==> src/rtl/loader_pkg.sv <==
// Shared types and constants for the instruction-memory loader.
package loader_pkg;

    typedef enum logic [2:0] {
        ST_IDLE,
        ST_HDR,
        ST_DATA,
        ST_WRITE,
        ST_DONE,
        ST_ERR
    } state_t;

    localparam int BYTES_PER_WORD = 4;
    localparam int LANE_W         = $clog2(BYTES_PER_WORD);

endpackage

==> src/rtl/byte_assembler.sv <==
// Collects four stream bytes into a little-endian word; the completing byte is
// forwarded combinationally so the caller can act on the word at that handshake.
module byte_assembler
    import loader_pkg::*;
(
    input  logic        clk,
    input  logic        reset,
    input  logic        clear,
    input  logic        take,
    input  logic [7:0]  data,
    output logic [31:0] word,
    output logic        word_complete
);

    logic [LANE_W-1:0] cnt_reg;

    always_ff @(posedge clk or negedge reset) begin
        if (!reset) begin
            cnt_reg <= '0;
        end else if (clear) begin
            cnt_reg <= '0;
        end else if (take) begin
            cnt_reg <= cnt_reg + 1'b1;
        end
    end

    assign word_complete = take && (cnt_reg == LANE_W'(BYTES_PER_WORD - 1));

    genvar gi;
    generate
        for (gi = 0; gi < BYTES_PER_WORD; gi++) begin : g_lane
            if (gi < BYTES_PER_WORD - 1) begin : g_reg
                logic [7:0] lane_reg;
                always_ff @(posedge clk or negedge reset) begin
                    if (!reset) begin
                        lane_reg <= '0;
                    end else if (clear) begin
                        lane_reg <= '0;
                    end else if (take && cnt_reg == LANE_W'(gi)) begin
                        lane_reg <= data;
                    end
                end
                assign word[8*gi +: 8] = lane_reg;
            end else begin : g_last
                // Top lane is the byte completing the word this cycle.
                assign word[8*gi +: 8] = data;
            end
        end
    endgenerate

endmodule

==> src/rtl/imem_loader.sv <==
// Fills instruction memory from a header-prefixed byte stream and holds the
// processor in reset until the whole program has been written.
module imem_loader
    import loader_pkg::*;
#(
    parameter int ADDR_W = 8,
    parameter int DEPTH  = 2**ADDR_W
) (
    input  logic              clk,
    input  logic              reset,
    input  logic              start,
    input  logic [7:0]        rx_data,
    input  logic              rx_valid,
    output logic              rx_ready,
    output logic              imem_we,
    output logic [ADDR_W-1:0] imem_addr,
    output logic [31:0]       imem_wdata,
    output logic              cpu_hold,
    output logic              busy,
    output logic              done,
    output logic              error,
    output logic [ADDR_W:0]   words_loaded
);

    localparam logic [ADDR_W:0] DEPTH_V = (ADDR_W + 1)'(DEPTH);

    state_t            state_reg, state_next;
    logic [ADDR_W:0]   count_reg, count_next;
    logic [ADDR_W:0]   index_reg, index_next;
    logic              rx_ready_reg, rx_ready_next;
    logic              we_reg, we_next;
    logic [ADDR_W-1:0] addr_reg, addr_next;
    logic [31:0]       wdata_reg, wdata_next;
    logic              cpu_hold_reg, cpu_hold_next;
    logic              busy_reg, busy_next;
    logic              done_reg, done_next;
    logic              error_reg, error_next;

    logic              take;
    logic              clear;
    logic [31:0]       word;
    logic              word_complete;

    assign take = rx_valid && rx_ready_reg;

    byte_assembler u_asm (
        .clk           (clk),
        .reset         (reset),
        .clear         (clear),
        .take          (take),
        .data          (rx_data),
        .word          (word),
        .word_complete (word_complete)
    );

    always_comb begin
        state_next = state_reg;
        count_next = count_reg;
        index_next = index_reg;
        we_next    = 1'b0;
        addr_next  = addr_reg;
        wdata_next = wdata_reg;
        clear      = 1'b0;

        case (state_reg)
            ST_IDLE, ST_DONE, ST_ERR: begin
                if (start) begin
                    clear      = 1'b1;
                    count_next = '0;
                    index_next = '0;
                    state_next = ST_HDR;
                end
            end
            ST_HDR: begin
                if (word_complete) begin
                    // Upper header bits must be zero, otherwise the count is out of range.
                    if ((|word[31:ADDR_W+1]) || (word[ADDR_W:0] > DEPTH_V)) begin
                        state_next = ST_ERR;
                    end else if (word[ADDR_W:0] == '0) begin
                        state_next = ST_DONE;
                    end else begin
                        count_next = word[ADDR_W:0];
                        state_next = ST_DATA;
                    end
                end
            end
            ST_DATA: begin
                if (word_complete) begin
                    we_next    = 1'b1;
                    addr_next  = index_reg[ADDR_W-1:0];
                    wdata_next = word;
                    state_next = ST_WRITE;
                end
            end
            ST_WRITE: begin
                index_next = index_reg + 1'b1;
                state_next = (index_reg + 1'b1 == count_reg) ? ST_DONE : ST_DATA;
            end
            default: state_next = ST_IDLE;
        endcase

        // Status outputs are registered from the upcoming state.
        rx_ready_next = (state_next == ST_HDR) || (state_next == ST_DATA);
        busy_next     = (state_next == ST_HDR) || (state_next == ST_DATA) ||
                        (state_next == ST_WRITE);
        done_next     = (state_next == ST_DONE);
        error_next    = (state_next == ST_ERR);
        cpu_hold_next = (state_next != ST_DONE);
    end

    always_ff @(posedge clk or negedge reset) begin
        if (!reset) begin
            state_reg    <= ST_IDLE;
            count_reg    <= '0;
            index_reg    <= '0;
            rx_ready_reg <= 1'b0;
            we_reg       <= 1'b0;
            addr_reg     <= '0;
            wdata_reg    <= '0;
            cpu_hold_reg <= 1'b1;
            busy_reg     <= 1'b0;
            done_reg     <= 1'b0;
            error_reg    <= 1'b0;
        end else begin
            state_reg    <= state_next;
            count_reg    <= count_next;
            index_reg    <= index_next;
            rx_ready_reg <= rx_ready_next;
            we_reg       <= we_next;
            addr_reg     <= addr_next;
            wdata_reg    <= wdata_next;
            cpu_hold_reg <= cpu_hold_next;
            busy_reg     <= busy_next;
            done_reg     <= done_next;
            error_reg    <= error_next;
        end
    end

    assign rx_ready     = rx_ready_reg;
    assign imem_we      = we_reg;
    assign imem_addr    = addr_reg;
    assign imem_wdata   = wdata_reg;
    assign cpu_hold     = cpu_hold_reg;
    assign busy         = busy_reg;
    assign done         = done_reg;
    assign error        = error_reg;
    assign words_loaded = index_reg;

endmodule
==> config.mk <==
export PLATFORM = sky130hd
export DESIGN_NAME = imem_loader
export DESIGN_NICKNAME = d
export VERILOG_FILES = /design/src/rtl/loader_pkg.sv /design/src/rtl/byte_assembler.sv /design/src/rtl/imem_loader.sv
export SDC_FILE = /design/constraint.sdc
export NUM_CORES = 1
export LEC_CHECK = 0
export ABC_AREA = 1
export BUFFER_PORTS_ARGS = -buffer_cell sky130_fd_sc_hd__clkbuf_2
export CAP_MARGIN = 25
export CORE_MARGIN = 2
export CORE_UTILIZATION = 25
export CTS_CLUSTER_DIAMETER = 200
export DETAILED_ROUTE_END_ITERATION = 6
export GPL_ROUTABILITY_DRIVEN = 0
export PLACE_DENSITY = 0.44
export SETUP_SLACK_MARGIN = 0.4
export SYNTH_ARGS = -nofsm -noshare
export SYNTH_HDL_FRONTEND = slang
export SYNTH_SLANG_ARGS = --single-unit
==> constraint.sdc <==
create_clock -name clk -period 5.25 [get_ports clk]
set_input_delay 0.2625 -clock clk [delete_from_list [all_inputs] [get_ports clk]]
set_output_delay 0.2625 -clock clk [all_outputs]
set_load 0.01 [all_outputs]
# [Yosys cells after proc, flatten, opt, wreduce, memory -nomap -nowiden]
# Cells that the tools add are included.
[classes] add_sub_neg=2 magnitude_cmp=1 n_eq_ne=19 n_mux=25 n_reduce_logical=22
[ops] cell="8-bit 2-to-1 mux" n=6
[ops] cell="9-bit 2-to-1 mux" n=4
[ops] cell="9-bit case mux with 2 select lines" n=2
[ops] cell="23-bit OR reduction" n=1
[ops] cell="3-bit 2-to-1 mux" n=6
[ops] cell="3-bit by 2-bit == test with 1-bit output, second input constant" n=4
[ops] cell="3-bit == test, second input constant" n=4
[ops] cell="3-bit case mux with 4 select lines" n=1
[ops] cell="2-bit nonzero test" n=6
[ops] cell="9-bit by 1-bit adder with 9-bit output, second input constant" n=1
[ops] cell="9-bit == test" n=1
[ops] cell="9-bit greater-than comparator, second input constant" n=1
[ops] cell="9-bit zero test" n=1
[ops] cell="3-bit by 1-bit == test with 1-bit output, second input constant" n=2
[ops] cell="2-bit inequality test, second input constant" n=3
[ops] cell="1-bit logical AND" n=5
[ops] cell="5-bit AND reduction" n=1
[ops] cell="2-bit == test, second input constant" n=2
[ops] cell="1-bit 2-to-1 mux" n=4
[ops] cell="2-bit 2-to-1 mux" n=2
[ops] cell="2-bit AND reduction" n=2
[ops] cell="3-bit zero test" n=1
[ops] cell="1-bit logical OR" n=3
[ops] cell="3-bit inequality test, second input constant" n=1
[ops] cell="5 further kinds" n=5
[word_totals] register_bits=93 in_bits=12 out_inout_bits=55

# [Longest topological paths before layout]
# Gate-level depths: netlist of run 1.
[logic_depth] word_depth=8 ltp_mapped=15

# [Cells and area by module]
# A second synthesis of run 1 with hierarchy kept.
[hier_totals] cells_unflattened=530 hier_area_um2=4423.0
[by_module_without_submodules] module="imem_loader" n_inst=1 cells_per_inst=381 area_each_um2=3080.5 seq_area_each_um2=1677.9
[by_module_without_submodules] module="byte_assembler" n_inst=1 cells_per_inst=149 area_each_um2=1342.5 seq_area_each_um2=650.6

# [Worst setup path after synthesis of run 1]
# OpenSTA, ideal clock, no wires.
[synth_timing] kind="reg-to-reg" start="register index_reg[0] (netlist: words_loaded[0])" end="register busy_reg (netlist: busy)" t_arrival_ns=1.643 path_slack_ns=3.494 stages_incl_launch_ff=16 n_path_buf=0 period_less_slack_ns=1.756 path_cell_list="dfrtp_1 -> ha_1 -> nand2_2 -> inv_2 -> nor2_1 -> inv_1 -> nand2_1 -> nand2_1 -> nor2_1 -> nand2_1 -> nor2_2 -> nand2_1 -> nand2_1 -> nand3_1 -> nand2_1 -> inv_1"
[synth_via] elab_chain_cells=7 elab_cells_between_ends=9 cone_classes="1 x add/sub; 4 x eq/ne; 2 x mux; 2 x reduce/logical"
[synth_lines] element="from (decl)" line="imem_loader.sv:29" source="logic [ADDR_W:0] index_reg, index_next;"
[synth_lines] element="from (signal assigned)" line="imem_loader.sv:127" source="index_reg <= index_next;"
[synth_lines] element="9-bit by 1-bit adder with 9-bit output *" line="imem_loader.sv:97" source="state_next = (index_reg + 1'b1 == count_reg) ? ST_DONE : ST_DATA;"
[synth_lines] element="9-bit == test *" line="imem_loader.sv:97"
[synth_lines] element="3-bit 2-to-1 mux *" line="imem_loader.sv:97"
[synth_lines] element="3-bit case mux with 4 select lines *" line="imem_loader.sv:65" source="case (state_reg)"
[synth_lines] element="3-bit by 1-bit == test with 1-bit output or 3-bit by 2-bit == test with 1-bit output (tied branches)" line="imem_loader.sv:104" source="busy_next = (state_next == ST_HDR) || (state_next == ST_DATA) ||"
[synth_lines] element="1-bit logical OR" line="imem_loader.sv:104"
[synth_lines] element="1-bit logical OR *" line="imem_loader.sv:104"
[synth_lines] element="via busy_next" line="imem_loader.sv:35" source="logic busy_reg, busy_next;"
[synth_lines] element="to (signal assigned)" line="imem_loader.sv:133" source="busy_reg <= busy_next;"
[synth_lines] element="to (decl)" line="imem_loader.sv:35"
# Mark *: on every way through the listed nets, which the timed path passes. The rest lies on a longest branch.
# A chain may end at the register's enable or synchronous reset.

# [Final worst setup path of run 1]
[layout_timing] start="register u_asm.cnt_reg[0]" end="register busy_reg (netlist: busy)"
[layout_via] elab_chain_cells=7 elab_cells_between_ends=10 cone_classes="4 x eq/ne; 3 x mux; 3 x reduce/logical"
[layout_lines] element="from (decl)" line="byte_assembler.sv:15" source="logic [LANE_W-1:0] cnt_reg;"
[layout_lines] element="from (signal assigned)" line="byte_assembler.sv:23" source="cnt_reg <= cnt_reg + 1'b1;"
[layout_lines] element="2-bit == test *" line="byte_assembler.sv:27" source="assign word_complete = take && (cnt_reg == LANE_W'(BYTES_PER_WORD - 1));"
[layout_lines] element="1-bit logical AND *" line="byte_assembler.sv:27"
[layout_lines] element="3-bit 2-to-1 mux (on tied branches)" line="imem_loader.sv:88, imem_loader.sv:75"
[layout_lines] element="3-bit case mux with 4 select lines *" line="imem_loader.sv:65"
[layout_lines] element="3-bit by 1-bit == test with 1-bit output or 3-bit by 2-bit == test with 1-bit output (tied branches)" line="imem_loader.sv:104"
[layout_lines] element="1-bit logical OR" line="imem_loader.sv:104"
[layout_lines] element="1-bit logical OR *" line="imem_loader.sv:104"
[layout_lines] element="via busy_next" line="imem_loader.sv:35"
# Marked as above.

==> results of run 1 <==
routing by layer:
metal  track usage, %  up-vias  share of wire [%]
li1                 -     1707                  -
met4             4.84        0                1.1
met5                0        -                  0
met3             2.69        9                3.8
met2             20.3       55                 47
met1             16.8     1551                 48
cell usage after synthesis (all sizes together):
| cell type | instances |
|---|---|
| nand4 | 6 |
| xnor2 | 1 |
| o22ai | 4 |
| ha | 5 |
| inv | 61 |
| clkbuf | 11 |
| buf | 4 |
| clkinv | 1 |
| o21ai | 73 |
| nand2 | 171 |
| nor3 | 6 |
| nor2 | 25 |
| nand3b | 3 |
| dfstp | 1 |
| nand3 | 27 |
| dfrtp | 92 |
| a31oi | 1 |
| a21oi | 4 |
through the flow:
step | utilization (%) | instances
CTS | 31.1 | 782
finish | 31.1 | 782
global route | 31.1 | 782
floorplan | - | 496
global placement | 29.2 | 765
detailed placement | 29.2 | 765
layout make-up:
| cell class | count | area share [%] |
|---|---|---|
| flip-flops and latches | 93 | 46.9 |
| clock buffers | 12 | 5.16 |
| inverters | 62 | 4.68 |
| clock inverters | 4 | 0.629 |
| repair buffers | 69 | 7.20 |
| well taps | 216 | 5.44 |
| multi-input cells | 326 | 30.0 |
logic make-up (layout without fill, tap and decap cells):
group | Yosys count | after routing
simple gates | 238 | 238
flops | 93 | 93
compound gates | 82 | 82
buf+inv | 77 | 147
fa+ha+maj | 5 | 5
xor+xnor | 1 | 1
worst reg2reg max path, cell delays in order, from the launching register on:
cell and delay, ns:
dfrtp_1 0.41, ha_1 0.23, nand3_2 0.07, buf_4 0.49
nand3_1 0.15, a21oi_1 0.31, nand3_1 0.15, nand2_1 0.08
inv_1 0.04
layout by cell type, fill, tap and decap left out, drive strengths merged:
cell | Yosys | layout
a21oi | 4 | 4
a31oi | 1 | 1
buf | 4 | 3
clkbuf | 11 | 77
clkinv | 1 | 4
dfrtp | 92 | 92
dfstp | 1 | 1
dlygate4sd3 | 0 | 1
ha | 5 | 5
inv | 61 | 62
nand2 | 171 | 171
nand3 | 27 | 27
nand3b | 3 | 3
nand4 | 6 | 6
nor2 | 25 | 25
nor3 | 6 | 6
o21ai | 73 | 73
o22ai | 4 | 4
xnor2 | 1 | 1
power breakdown:
part / total (mW) / internal, mW / leakage (nW) / switching (mW)
sequential: 1.05 / 0.886 / 1.23 / 0.163
combinational: 0.655 / 0.229 / 1.14 / 0.426
clock: 0.629 / 0.350 / 0.143 / 0.279
worst paths after layout:
| kind | start | end | cells after the start |
|---|---|---|---|
| hold / removal | rx_data[3] | imem_wdata[27] | 3 |
| max in group asynchronous | reset | u_asm.g_lane[0].g_reg.lane_reg[2] | 3 |
| min in group asynchronous | reset | imem_addr[2] | 2 |
| setup reg to reg | u_asm.cnt_reg[0] | busy | 8 |
| setup / recovery | u_asm.cnt_reg[0] | busy | 8 |
| hold reg to reg | imem_addr[4] | imem_addr[4] | 2 |
==> metrics, run 1 <==
run status finished, final reports clean; buffer levels on the longest clock path 2; ordered cell list for the critical path ha_1 > nand3_2 > buf_4 > nand3_1 > a21oi_1 > nand3_1 > nand2_1 > inv_1; CP Data Required Time 5.48 ns; cell area reported after detailed placement 0.00467 mm²; portion of synthesized cell area occupied by the leading cell type 55.9%; YS warnings 0; CTS clk-pin slew, worst paths 0.07 ns; Power Dens Cells 469 mW/mm²; Leak Pwr 2.51 nW; final critical delay including setup and external delays 2.03 ns; overall die width 132 µm; 1st-iter DRT viols 137; Worst Hold Margin 0.159 ns; combinational family with the most area after synthesis simple AND/OR/NAND/NOR gates; mapped cell area 0.00412 mm²; core area 0.0160 mm²; setup ws final 3.22 ns; via count of the first global-routing pass 3,366; part of the Yosys area used for sequential elements 56.6%; fraction of layout cells with a size suffix above 1 18.0%; min-delay worst type input pin to flop; area of the multi-input gates 0.00149 mm²; reg-to-reg setup timing slack 3.22 ns; Skew-Pair Late Insertion Delay 0.34 ns; slew at the pin closest to its max-slew limit 0.633 ns; worst relative slew slack 57.8%; CTS Buf Count 9; routed via count divided by cell count 4.25; Max IR drop VDD 0.000184 V; Post-CTS Resized 0; first-pass GRT wire length 17,700 µm; post-route cell area 0.00497 mm²; Max-cap violations 0; die area 0.0175 mm²; number of antenna diodes 0; pre-CTS setup slack 3.21 ns; area share of xor/xnor cells in the synthesized design 0.213%; Distinct cells, synth 25; max reg flops 32; final setup vio count 0; instance count of the mapped netlist 496; top cells by area in the synthesized netlist dfrtp_1 (56%), nand2_1 (15%), o21ai_0 (8.5%); routed wirelength normalized by instance count 13.5 µm; WP buf/inv 2; count of nets left with antenna violations after detail routing 0; CTS HTree Levels 3; total via count in the routed design 3,322; CP top delay family buffers and inverters; category of the worst setup path capture point flop; largest incremental delay on the critical path 0.49 ns; maximum clock frequency 0.492 GHz; pin count of the biggest net entering global routing 75; DRT Pass-1 Iters 4; post-CTS setup buffer count 0; setup repair after global routing missed its margin false; worst-path maximum fanout 74; GRT Resource Usage Total 12.7%; simple-gate portion of the synthesized area 24.2%; TritonCTS clock tree built; final count of pins violating max slew 0; Final TNS setup 0 ns; post-detailed-placement half-perimeter wirelength 7730 µm; Seq. cell area 0.00233 mm²; share of the synthesized area in compound gates (AO/OA/AOI/OAI) 10.2%; grt total ovfl 0; Post-Synth Adder-Cell Area 1.52%; share of cell area taken by muxes after synthesis 0%; type of the setup path with the least slack flop to flop; endpoints failing hold 0; initial cell density of the core 25.7%; top cell type by total area after synthesis dfrtp_1; critical-path cell with the highest stage delay buf_4; Post-CTS Hold Fix Bufs 1; area added between synthesis and finish 20.7%; total number of clock tree sinks 93; number of storage elements in the synthesis netlist 93; worst clock skew 0.00987 ns; count of buffers from port buffering 66; fill cell instance count of the final layout 1,776; IO Count 67; initial antenna violation count 0; Critical Path Source Type flop; post-synthesis area per instance 8.30 µm²; floorplan row count 46; overall die height 132 µm; Worst EP arrival 2.27 ns; post-route total power 2.33 mW; residual DRC count 0; final-stage net count 578; aggregate routed wire length 10,500 µm; clk root buf clkbuf_16; Most Frequent Cell on Critical Path nand3_1; post-synth net total 513; Final Cycle Share 38.7%
Power figures use the tool's default switching activity.
==> inputs of run 2 (changes only) <==
--- a/config.mk
+++ b/config.mk
@@ -13,7 +13,7 @@
 export CTS_CLUSTER_DIAMETER = 200
 export DETAILED_ROUTE_END_ITERATION = 6
 export GPL_ROUTABILITY_DRIVEN = 0
-export PLACE_DENSITY = 0.44
+export PLACE_DENSITY = 0.45
 export SETUP_SLACK_MARGIN = 0.4
 export SYNTH_ARGS = -nofsm -noshare
 export SYNTH_HDL_FRONTEND = slang
==> constraint.sdc (replaced) <==
create_clock -name clk -period 1.7 [get_ports clk]
set_input_delay 0.085 -clock clk [delete_from_list [all_inputs] [get_ports clk]]
set_output_delay 0.085 -clock clk [all_outputs]
set_load 0.01 [all_outputs]
==> metrics, run 2 (synthesis gave the netlist of run 1 again) <==
failing checks negative setup slack; largest incremental delay on the critical path 0.45 ns (-0.04 ns); overall die height 132 µm (unchanged); grt total ovfl 0 (unchanged); type of the setup path with the least slack flop to flop; setup ws final -0.0234 ns (-3.24 ns); CTS HTree Levels 3 (unchanged); worst relative slew slack 62.2% (+4.5 points); CP top delay family simple AND/OR/NAND/NOR gates; count of nets left with antenna violations after detail routing 0 (unchanged); Skew-Pair Late Insertion Delay 0.35 ns (about the same); worst clock skew 0.0127 ns (+0.00283 ns); first-pass GRT wire length 19,800 µm (+12%); count of buffers from port buffering 66 (unchanged); routed via count divided by cell count 4.42 (+4.2%); CP Data Required Time 1.93 ns (-3.55 ns); 1st-iter DRT viols 206 (+50%); overall die width 132 µm (unchanged); aggregate routed wire length 12,800 µm (+21%); total via count in the routed design 3,730 (+12%); number of antenna diodes 0 (unchanged); CTS Buf Count 9 (unchanged); core area 0.0160 mm² (unchanged); buffer levels on the longest clock path 2 (unchanged); category of the worst setup path capture point flop; Critical Path Source Type flop; area added between synthesis and finish 59.1%; Final TNS setup -0.0547 ns (-0.0547 ns); clk root buf clkbuf_16; start point of the critical path words_loaded[0]; fill cell instance count of the final layout 1,642 (-7.5%); TritonCTS clock tree built; ordered cell list for the critical path ha_4 > inv_2 > nand2_2 > nand2_1 > nor2_1 > nand2_1 > nor2_1 > nand2_1 > nor2_2 > nand2_1 > nand2_2 > nand2_2 > nand2_1 > nand2_1; Worst Hold Margin 0.0165 ns (-0.143 ns); min-delay worst type input pin to flop; commonest cells after routing, fill and taps aside dfrtp_1 (88), nand2_1 (72), nand2_2 (64), clkbuf_2 (64), inv_1 (47); fraction of layout cells with a size suffix above 1 50.7% (+33 points); via count of the first global-routing pass 3,733 (+11%); initial cell density of the core 25.7% (unchanged); die area 0.0175 mm² (unchanged); Power Dens Cells 1390 mW/mm² (+200%); final-stage net count 639 (+11%); Leak Pwr 3.12 nW (+24%); worst-path maximum fanout 5 (-93%); routed wirelength normalized by instance count 15.1 µm (+12%); max reg flops 32 (unchanged); reg-to-reg critical path startpoint words_loaded[0]; post-detailed-placement half-perimeter wirelength 8090 µm (+4.6%); GRT Resource Usage Total 14.3% (+1.6 points); IO Count 67 (unchanged); slew at the pin closest to its max-slew limit 0.566 ns (-0.0670 ns); pin count of the biggest net entering global routing 43 (-43%); residual DRC count 0 (unchanged); final critical delay including setup and external delays 1.72 ns (-0.308 ns); floorplan row count 46 (unchanged); Max-cap violations 0 (unchanged); maximum clock frequency 0.580 GHz (+18%); run status finished, violations left; CTS clk-pin slew, worst paths 0.07 ns (about the same); start point of the worst hold path rx_data[7]; critical-path cell with the highest stage delay dfrtp_2; Final Cycle Share 101% (+63 points); endpoints failing hold 0 (unchanged); initial antenna violation count 0 (unchanged); final count of pins violating max slew 0 (unchanged); final setup vio count 3 (+3); Max IR drop VDD 0.000676 V (+270%); most common cell after layout, fill and taps aside dfrtp_1; Most Frequent Cell on Critical Path nand2_1; DRT Pass-1 Iters 4 (unchanged); WP buf/inv 1 (-1); setup repair after global routing missed its margin true; total number of clock tree sinks 93 (unchanged); Worst EP arrival 1.95 ns (-0.32 ns)
[run 2: per-layer routing]
metal	up-vias	routed length, µm	global-route usage (%)
li1	1840	-	-
met1	1811	5680	18.5
met2	61	6460	23.9
met3	18	379	3.08
met4	0	223	4.60
met5	-	0	0
[run 2: worst paths after layout]
| kind | to | slack, ns | depth (start not counted) |
|---|---|---|---|
| min | imem_wdata[31] | 0.02 | 3 |
| max | rx_ready | -0.02 | 14 |
| min in group asynchronous | imem_addr[2] | 0.27 | 2 |
| min reg2reg | imem_wdata[31] | 0.49 | 2 |
| max reg2reg | rx_ready | -0.02 | 14 |
| max in group asynchronous | u_asm.g_lane[0].g_reg.lane_reg[4] | 0.84 | 3 |
[run 2: stage by stage]
step | cell area, µm² | util (%) | total power, mW | setup WS [ns] | std cells
after floorplan | 4180 | - | 4.72 | 0.0752 | 496
after global placement | 4960 | 31.0 | 5.75 | -0.0269 | 790
after detailed placement | 4960 | 31.0 | 5.80 | -0.0577 | 790
after CTS | 6000 | 37.5 | 8.75 | -0.0269 | 831
after global routing | 6550 | 40.9 | 9.77 | -0.214 | 843
final | 6550 | 40.9 | 9.11 | -0.0234 | 843
[run 2: where the power goes]
part	switching, mW	internal, mW	total [mW]
Sequential	0.574	2.74	3.32
Combinational	2.02	1.69	3.72
Clock	0.893	1.18	2.08
Total	3.49	5.62	9.11
[run 2: timing repair]
item | in CTS | in global routing
hold buffers | 4 | 0
resized for setup | 209 | 85
setup endpoints to repair | 92 | 93
pin swaps | 42 | 43
buffers inserted | 13 | 5
endpoints found under the hold margin | 39 | 0
cloned | 8 | 7
[run 2: cell type report]
class | count | area [µm²] | share of cell area, %
Sequential cell | 93 | 2330 | 35.6
Multi-Input combinational cell | 328 | 2220 | 33.9
Tap cell | 216 | 270 | 4.13
Inverter | 62 | 280 | 4.28
Clock buffer | 11 | 243 | 3.71
Clock inverter | 5 | 57.6 | 0.879
Timing Repair Buffer | 128 | 1150 | 17.5
[run 2: worst register-to-register path: stages (launching register included)]
cell and delay, ns:
dfrtp_2 0.45, ha_4 0.29, inv_2 0.03, nand2_2 0.04, nand2_1 0.05, nor2_1 0.08, nand2_1 0.06, nor2_1 0.09
nand2_1 0.07, nor2_2 0.10, nand2_1 0.08, nand2_2 0.08, nand2_2 0.07, nand2_1 0.07, nand2_1 0.05
